[src/rtl/elevator_timer_if.sv]
// Elevator timer bus: controller commands in, timer status out.
interface elevator_timer_if #(
  parameter int CW = 7
);
  logic          StRun;
  logic          StOpen;
  logic          delay;
  logic          close;
  logic          obstruct;
  logic [CW-1:0] count;
  logic [1:0]    dispStage;
  logic          endRun;
  logic          endOpen;
  logic          busy;

  // Controller side: issues commands, observes timer status.
  modport master (
    output StRun, StOpen, delay, close, obstruct,
    input  count, dispStage, endRun, endOpen, busy
  );

  // Timer side: consumes commands, reports status.
  modport slave (
    input  StRun, StOpen, delay, close, obstruct,
    output count, dispStage, endRun, endOpen, busy
  );
endinterface

[src/rtl/elevator_timer.sv]
// Unified motion/door timer: internal tick prescaler, floor-transit run
// timing and a door open/hold/close cycle with obstruction reopen,
// saturating hold extension and early-close request.
module elevator_timer #(
  parameter int DIV        = 8,
  parameter int RUN_TICKS  = 6,
  parameter int OPEN_TICKS = 15,
  parameter int EXT_TICKS  = 20,
  parameter int MAX_HOLD   = 100,
  parameter int CW         = 7
) (
  input  logic              CP,
  input  logic              rst,
  elevator_timer_if.slave   bus
);

  typedef enum logic [2:0] {
    IDLE    = 3'd0,
    RUN     = 3'd1,
    OPENING = 3'd2,
    HOLD    = 3'd3,
    CLOSING = 3'd4
  } state_t;

  localparam int            PW         = $clog2(DIV);
  localparam logic [PW-1:0] PRESC_LAST = PW'(DIV - 1);
  localparam logic [CW-1:0] RUN_LAST   = CW'(RUN_TICKS - 1);
  localparam logic [CW-1:0] OPEN_LOAD  = CW'(OPEN_TICKS);
  localparam logic [CW-1:0] HOLD_MAX   = CW'(MAX_HOLD);

  state_t        state_q, state_d;
  logic [PW-1:0] presc_q, presc_d;
  logic [CW-1:0] count_q, count_d;
  logic [1:0]    stage_q, stage_d;
  logic          end_run_q, end_run_d;
  logic          end_open_q, end_open_d;
  logic          busy_q, busy_d;
  logic          open_prev_q, open_prev_d;
  logic          delay_prev_q, delay_prev_d;
  logic          close_prev_q, close_prev_d;

  logic          open_edge, delay_edge, close_edge;
  logic          hold_frozen, tick;
  logic [31:0]   ext_sum;

  // Input edge detection and tick generation; an obstruction during HOLD
  // suppresses ticks so the remaining hold time is frozen.
  always_comb begin
    open_prev_d  = bus.StOpen;
    delay_prev_d = bus.delay;
    close_prev_d = bus.close;
    open_edge    = bus.StOpen & ~open_prev_q;
    delay_edge   = bus.delay  & ~delay_prev_q;
    close_edge   = bus.close  & ~close_prev_q;
    hold_frozen  = (state_q == HOLD) && bus.obstruct;
    tick         = (state_q != IDLE) && (presc_q == PRESC_LAST) && !hold_frozen;
  end

  // Next-state and registered-output logic. In HOLD a close/delay edge
  // takes precedence over a tick landing in the same cycle.
  always_comb begin
    state_d    = state_q;
    count_d    = count_q;
    stage_d    = stage_q;
    end_run_d  = 1'b0;
    end_open_d = 1'b0;
    ext_sum    = 32'(count_q) + 32'(EXT_TICKS);

    case (state_q)
      IDLE: begin
        count_d = '0;
        stage_d = 2'd0;
        if (open_edge) begin
          state_d = OPENING;
        end else if (bus.StRun) begin
          state_d = RUN;
        end
      end

      RUN: begin
        if (tick && (count_q == RUN_LAST)) begin
          count_d   = '0;
          end_run_d = 1'b1;
          if (!bus.StRun) begin
            state_d = IDLE;
          end
        end else if (!bus.StRun) begin
          state_d = IDLE;
          count_d = '0;
        end else if (tick) begin
          count_d = count_q + CW'(1);
        end
      end

      OPENING: begin
        count_d = '0;
        if (tick) begin
          if (stage_q >= 2'd2) begin
            stage_d = 2'd3;
            state_d = HOLD;
            count_d = OPEN_LOAD;
          end else begin
            stage_d = stage_q + 2'd1;
          end
        end
      end

      HOLD: begin
        if (close_edge) begin
          count_d = (count_q > CW'(1)) ? CW'(1) : count_q;
        end else if (delay_edge) begin
          count_d = (ext_sum > 32'(MAX_HOLD)) ? HOLD_MAX : CW'(ext_sum);
        end else if (tick) begin
          if (count_q <= CW'(1)) begin
            count_d = '0;
            state_d = CLOSING;
          end else begin
            count_d = count_q - CW'(1);
          end
        end
      end

      CLOSING: begin
        count_d = '0;
        if (bus.obstruct) begin
          state_d = OPENING;
        end else if (tick) begin
          if (stage_q <= 2'd1) begin
            stage_d    = 2'd0;
            end_open_d = 1'b1;
            state_d    = IDLE;
          end else begin
            stage_d = stage_q - 2'd1;
          end
        end
      end

      default: begin
        state_d = IDLE;
        count_d = '0;
        stage_d = 2'd0;
      end
    endcase

    busy_d = (state_d != IDLE);
  end

  // Prescaler restarts on every state change, idles at 0 in IDLE and
  // holds its value while the hold time is frozen.
  always_comb begin
    if ((state_d != state_q) || (state_q == IDLE)) begin
      presc_d = '0;
    end else if (hold_frozen) begin
      presc_d = presc_q;
    end else if (presc_q == PRESC_LAST) begin
      presc_d = '0;
    end else begin
      presc_d = presc_q + PW'(1);
    end
  end

  // State and output registers; edge detectors reload from the live
  // inputs under reset so a held input does not fire afterwards.
  always_ff @(posedge CP) begin
    if (rst) begin
      state_q    <= IDLE;
      presc_q    <= '0;
      count_q    <= '0;
      stage_q    <= 2'd0;
      end_run_q  <= 1'b0;
      end_open_q <= 1'b0;
      busy_q     <= 1'b0;
    end else begin
      state_q    <= state_d;
      presc_q    <= presc_d;
      count_q    <= count_d;
      stage_q    <= stage_d;
      end_run_q  <= end_run_d;
      end_open_q <= end_open_d;
      busy_q     <= busy_d;
    end
    open_prev_q  <= open_prev_d;
    delay_prev_q <= delay_prev_d;
    close_prev_q <= close_prev_d;
  end

  assign bus.count     = count_q;
  assign bus.dispStage = stage_q;
  assign bus.endRun    = end_run_q;
  assign bus.endOpen   = end_open_q;
  assign bus.busy      = busy_q;

endmodule

[src/flat_wrapper.sv]
// flat-port wrapper written by rule: the top's interface ports become plain ports
module elevator_timer_flat 
#(
  parameter int DIV        = 8,
  parameter int RUN_TICKS  = 6,
  parameter int OPEN_TICKS = 15,
  parameter int EXT_TICKS  = 20,
  parameter int MAX_HOLD   = 100,
  parameter int CW         = 7
)
  (CP, rst, bus_StRun, bus_StOpen, bus_delay, bus_close, bus_obstruct, bus_count, bus_dispStage, bus_endRun, bus_endOpen, bus_busy);
  elevator_timer_if #(.CW(CW)) bus_i ();
  input  logic CP;
  input  logic rst;
  input wire logic [$bits(bus_i.StRun)-1:0] bus_StRun;
  input wire logic [$bits(bus_i.StOpen)-1:0] bus_StOpen;
  input wire logic [$bits(bus_i.delay)-1:0] bus_delay;
  input wire logic [$bits(bus_i.close)-1:0] bus_close;
  input wire logic [$bits(bus_i.obstruct)-1:0] bus_obstruct;
  output wire logic [$bits(bus_i.count)-1:0] bus_count;
  output wire logic [$bits(bus_i.dispStage)-1:0] bus_dispStage;
  output wire logic [$bits(bus_i.endRun)-1:0] bus_endRun;
  output wire logic [$bits(bus_i.endOpen)-1:0] bus_endOpen;
  output wire logic [$bits(bus_i.busy)-1:0] bus_busy;
  assign bus_i.StRun = bus_StRun;
  assign bus_i.StOpen = bus_StOpen;
  assign bus_i.delay = bus_delay;
  assign bus_i.close = bus_close;
  assign bus_i.obstruct = bus_obstruct;
  assign bus_count = bus_i.count;
  assign bus_dispStage = bus_i.dispStage;
  assign bus_endRun = bus_i.endRun;
  assign bus_endOpen = bus_i.endOpen;
  assign bus_busy = bus_i.busy;
  elevator_timer #(.DIV(DIV), .RUN_TICKS(RUN_TICKS), .OPEN_TICKS(OPEN_TICKS), .EXT_TICKS(EXT_TICKS), .MAX_HOLD(MAX_HOLD), .CW(CW)) u_core (.CP(CP), .rst(rst), .bus(bus_i));
endmodule
[config.mk]
export PLATFORM = sky130hd
export DESIGN_NAME = elevator_timer_flat
export DESIGN_NICKNAME = d
export VERILOG_FILES = /design/src/rtl/elevator_timer_if.sv /design/src/rtl/elevator_timer.sv /design/src/flat_wrapper.sv
export SDC_FILE = /design/constraint.sdc
export NUM_CORES = 1
export LEC_CHECK = 0
export ABC_AREA = 1
export ABC_CLOCK_PERIOD_IN_PS = 1800
export CAP_MARGIN = 20
export CORE_MARGIN = 4
export CORE_UTILIZATION = 56
export DETAILED_ROUTE_END_ITERATION = 7
export GPL_ROUTABILITY_DRIVEN = 0
export PLACE_DENSITY = 0.86
export SYNTH_ARGS = -nofsm -noshare
export SYNTH_HDL_FRONTEND = slang
export SYNTH_SLANG_ARGS = --single-unit
[constraint.sdc]
create_clock -name CP -period 1.8 [get_ports CP]
set_input_delay 0.18 -clock CP [delete_from_list [all_inputs] [get_ports CP]]
set_output_delay 0.18 -clock CP [all_outputs]
set_load 0.02 [all_outputs]
Word-level counts from Yosys, hierarchy flattened

Cells that the tools add are included.

Flip-flop bits (word level): 21
Input bits: 7
Output and inout port bits: 12
Logic and storage cells: 93

Add/sub/neg operators: 6
Order comparisons: 5
Equal/unequal tests: 13
Multiplexer cells: 34
Bitwise gates (word level): 10
Reductions and logical operators: 15

Operators with widths:

| operator            | count |
|---|---|
| $mux 7              | 10 |
| $mux 3              | 13 |
| $gt 32x7->1 const B | 1 |
| $pmux 7 s3          | 1 |
| $pmux 3 s5          | 1 |
| $mux 2              | 5 |
| $add 7x5->8 const B | 1 |
| $add 7x1->7 const B | 1 |
| $eq 7x3->1 const B  | 1 |
| $gt 7x1->1 const B  | 1 |
| $le 7x1->1 const B  | 1 |
| $not 1->1           | 7 |
| $sub 7x1->7 const B | 1 |
| $eq 3x2->1 const B  | 2 |
| $eq 3x3->1 const B  | 2 |
| $pmux 2 s3          | 1 |
| $reduce_bool 3->1   | 2 |
| $reduce_or 2->1     | 3 |
| $logic_and 1x1->1   | 4 |
| $mux 4              | 1 |
| $ne 2x1->1 const B  | 2 |
| $ne 4x1->1 const B  | 1 |
| $ne 4x2->1 const B  | 1 |
| $reduce_and 4->1    | 1 |
| 16 further kinds    | 19 |

Logic depth before layout (Yosys ltp)

Depth in word-level cells: 11
Depth in mapped cells: 14
Gate-level depth less buffers: 13

Least setup slack after synthesis

OpenSTA, ideal clock, no wires.

Kind: reg-to-reg
Start: register u_core.count_q[2], in the netlist u_core.bus.count[2]
End: register u_core.count_q[1], in the netlist u_core.bus.count[1]
Library setup time: 0.132 ns
Arrival: 1.663 ns
Required time: 1.668 ns
Path slack: 0.005 ns
Stages on the path, launching flop included: 14
Path buffers: 1
Period minus slack after synthesis: 1.795 ns
Path through: dfxtp_1 buf_6 inv_1 ha_1 nand2_1 inv_1 o21ai_0 nand2_1 nand2_1 nand2_1 nand2_1 nand2_2 nand2_1 a21oi_2

Longest elaborated chain between the ends: 6
Elaborated cells between the ends (all ways): 16
Classes of those cells: add/sub (1); order compare (3); eq/ne (3); mux (7); reduce/logical (2)

RTL lines:

| element                                          | line                                         | RTL |
|---|---|---|
| from (decl)                                      | elevator_timer.sv:33                         | `logic [CW-1:0] count_q, count_d;` |
| from (signal assigned)                           | elevator_timer.sv:176                        | `count_q <= count_d;` |
| $add 7x5->8 / $le 7x1->1 (equally long branches) | elevator_timer.sv:67, elevator_timer.sv:114  |  |
| $gt 32x7->1 / $mux 7 (equally long branches)     | elevator_timer.sv:112, elevator_timer.sv:114 |  |
| $mux 7, on equally long branches                 | elevator_timer.sv:112, elevator_timer.sv:113 |  |
| $mux 7                                           | elevator_timer.sv:111                        | `end else if (delay_edge) begin` |
| $mux 7                                           | elevator_timer.sv:109                        | `if (close_edge) begin` |
| $pmux 7 s3                                       | elevator_timer.sv:69                         | `case (state_q)` |

Several ways; a longest one is shown, not always the timed one. The select of a mux whose other input is x is not followed.
A chain may end at the register's enable or synchronous reset.

Worst setup path in the final report

Start: register u_core.count_q[2], in the netlist u_core.bus.count[2]
End: register u_core.count_q[3], in the netlist u_core.bus.count[3]

Longest elaborated chain between the ends: 6
Elaborated cells between the ends (all ways): 20
Classes of those cells: add/sub (3); order compare (3); eq/ne (3); mux (9); reduce/logical (2)

RTL lines:

| element                                      | line                                         | RTL |
|---|---|---|
| $add 7x5->8 (tied with other cells)          | elevator_timer.sv:67                         | `ext_sum = 32'(count_q) + 32'(EXT_TICKS);` |
| $gt 32x7->1 / $mux 7 (equally long branches) | elevator_timer.sv:112, elevator_timer.sv:114 |  |
| $mux 7, on equally long branches             | elevator_timer.sv:112, elevator_timer.sv:113 |  |
| $mux 7                                       | elevator_timer.sv:111                        |  |
| $mux 7                                       | elevator_timer.sv:109                        |  |
| $pmux 7 s3                                   | elevator_timer.sv:69                         |  |

Several ways; a longest one is shown, not always the timed one. The select of a mux whose other input is x is not followed.

==> metrics.yaml <==
flow_run:
  drv_cap: 0
floorplanning:
  die_x_um: 63.4
  fp.coreArea_um2: 2850
  start_util_pct: 60.3
  rows: 19
  ioPinCount: 19
  die_area_um2: 4020
  die_h_um: 63.4
route:
  ant_nets: 0
  vias_per_cell: 5.38
  wire_per_inst_um: 12.3
  dr.pass1.iters: 4
  vias: 1798
  wirelength_mm: 4.11
  drt_iter0_drc: 127
  drc: 0
global_routing:
  antenna_found_initial: 0
  grt_pass1_vias: 1610
  grt_max_degree: 13
  grt-ovfl-total: 0
  grt_first_pass_wirelength_mm: 6.91
  track_usage_pct: 20.8
sta:
  hold_violations: 0
  holdWs_ns: 0.330
  setup_viol: 0
  fin_crit_sh_pct: 93.7
  worst_pin_slew_ns: 0.430
  rsz0062_at_grt: "yes"
  skew_ns: 0.00287
  layout_setup_ws_ns: 0.114
  fmax_mhz: 593
  fin_crit_ns: 1.69
  maxSlewViolCount: 0
  relSlewSlack_pct: 71.2
worst_setup_path:
  cp.arrival_ns: 1.93
  cp_max_fo: 6
  crit_type: "reg -> reg"
  r2r_cells: 10
  startpoint_type: "flop"
  required_ns: 2.04
  end_kind: "flop"
layout:
  diodes: 0
  area_growth_pct: 22.0
  fill_cells: 243
  drive_above_1_share_pct: 21.8
  num-nets-final: 322
  design_area_um2: 2100
  final_cell_mix: "68 x nand2_1, 36 x inv_1, 26 x nand3_1"
  final_common_cell: "nand2_1"
  stdcell_count: 334
clocking:
  clkSlewWorstSetupHoldPaths_ns: 0.12
  numCtsBuffers: 3
  postCtsHoldBufs: 0
  numClockSinks: 21
  clk-insertion-delay-late_ns: 0.31
  htreeDepth: 1
  cts_tree: "built"
  root_buffer: "clkbuf_4"
  max-clock-path-buffers: 2
placed_design:
  place_area_um2: 2030
  portBuffers: 18
  place_hpwl_mm: 3.38
  place_ws_ns: -0.0152
  dp.cells: 329
power_and_ir_drop:
  finalPower_mw: 1.04
  leakage_nw: 1.04
  ir_drop_mv: 0.553
  power_density_nw_per_um2: 497
synth:
  syn_inst: 268
  syn_area_um2: 1720
  synth_nets: 286
  ys_warn_count: 0
  ys_ff_latch: 21
  synthArstFlopShare_pct: 0
  netlist-cell-type-count: 32
  synth_edf_count: 0
  yosysSeqAreaShare_pct: 24.5
  synth_flop_cell: "dfxtp_1"
  postSynthAreaPerCell_um2: 6.41
hold_path:
  hold_depth: 1
  hold_class: "in -> reg"
outcome:
  run_status: "finished, final reports clean"
-- stage by stage --
step / util [%] / TNS [ns]
after floorplan: - / 0
after global placement: 71.3 / 0
after detailed placement: 71.3 / -0.0416
after CTS: 72.3 / 0
after global routing: 73.5 / -0.00664
final: 73.5 / 0
-- logic make-up (layout without fill, tap and decap cells) --
group           after synthesis  count (layout)  share of synthesized area (%)
fa+ha+maj                    11              11                           8.01
compound gates               32              32                           11.4
flops                        21              21                           24.5
xor+xnor                      5               5                           2.55
mux                           1               1                          0.582
simple gates                151             151                           42.2
buf+inv                      47              82                           10.8
-- layout make-up --
type	instances	area [um^2]	area share [%]
flip-flops and latches	21	429	20.5
repair buffers	35	308	14.7
multi-input cells	200	1130	54.0
inverters	43	161	7.70
clock inverters	1	5.00	0.239
well taps	31	38.8	1.85
clock buffers	3	22.5	1.07
-- report_power, final --
part / switching, mW / internal [mW] / total (mW)
Combinational: 0.182 / 0.119 / 0.301
Clock: 0.150 / 0.0831 / 0.233
Sequential: 0.0192 / 0.489 / 0.509
Total: 0.352 / 0.692 / 1.04
-- worst max-delay path, stage by stage (launching register included) --
cell     delay, ns
dfxtp_4       0.39
ha_1          0.21
nor2_1        0.19
inv_1         0.09
nand3_1       0.10
nand3_1       0.14
nand2_2       0.16
nand3_1       0.08
nand2_1       0.08
nand2_1       0.05
a21oi_1       0.13
-- flip-flops by register name (all words and copies together) (netlist names), 2 cells and up --
name                  count
u_core.bus.dispStage      2
u_core.bus.count          7
u_core.state_q            3
u_core.presc_q            3
-- path summary, 6_finish.rpt --
check                                          from                  end  slack, ns
worst max-delay path            u_core.bus.count[2]  u_core.bus.count[3]       0.11
worst min register to register  u_core.bus.count[0]  u_core.bus.count[0]       0.50
worst min-delay path                      bus_delay  u_core.delay_prev_q       0.33
worst max register to register  u_core.bus.count[2]  u_core.bus.count[3]       0.11
-- layer usage --
layer  vias to the layer above  track usage (%)  wire, um
met4                         0             4.31        54
met3                         9             4.09       272
met1                       806             27.6      1870
li1                        921                -         -
met2                        62             34.9      1920
met5                         -                0         0
-- repair_timing --
action	in CTS	in global routing
buffers inserted	0	1
resized for setup	1	13
setup endpoints to repair	2	13
pin swaps	0	2
cloned	0	0
-- cells in the mapped netlist (2+ instances only) --
library cell	n	area share, %
o21ai_1	4	1.2
nand4_1	4	1.5
o21ai_0	8	2.3
xor2_1	5	2.5
nand2_4	2	1.3
nand3_2	2	1.2
nor2_4	4	2.6
ha_1	11	8.0
nand3_1	27	7.9
nor2_2	5	1.8
nand2_1	70	15
nor2_1	23	5.0
inv_2	7	1.5
inv_1	36	7.9
a21oi_1	11	3.2
nand2_2	7	2.5
dfxtp_1	21	24
nor3_1	3	0.87
buf_2	2	0.58
a21oi_2	3	1.5
o211ai_1	2	0.87
Power figures use the tool's default switching activity.
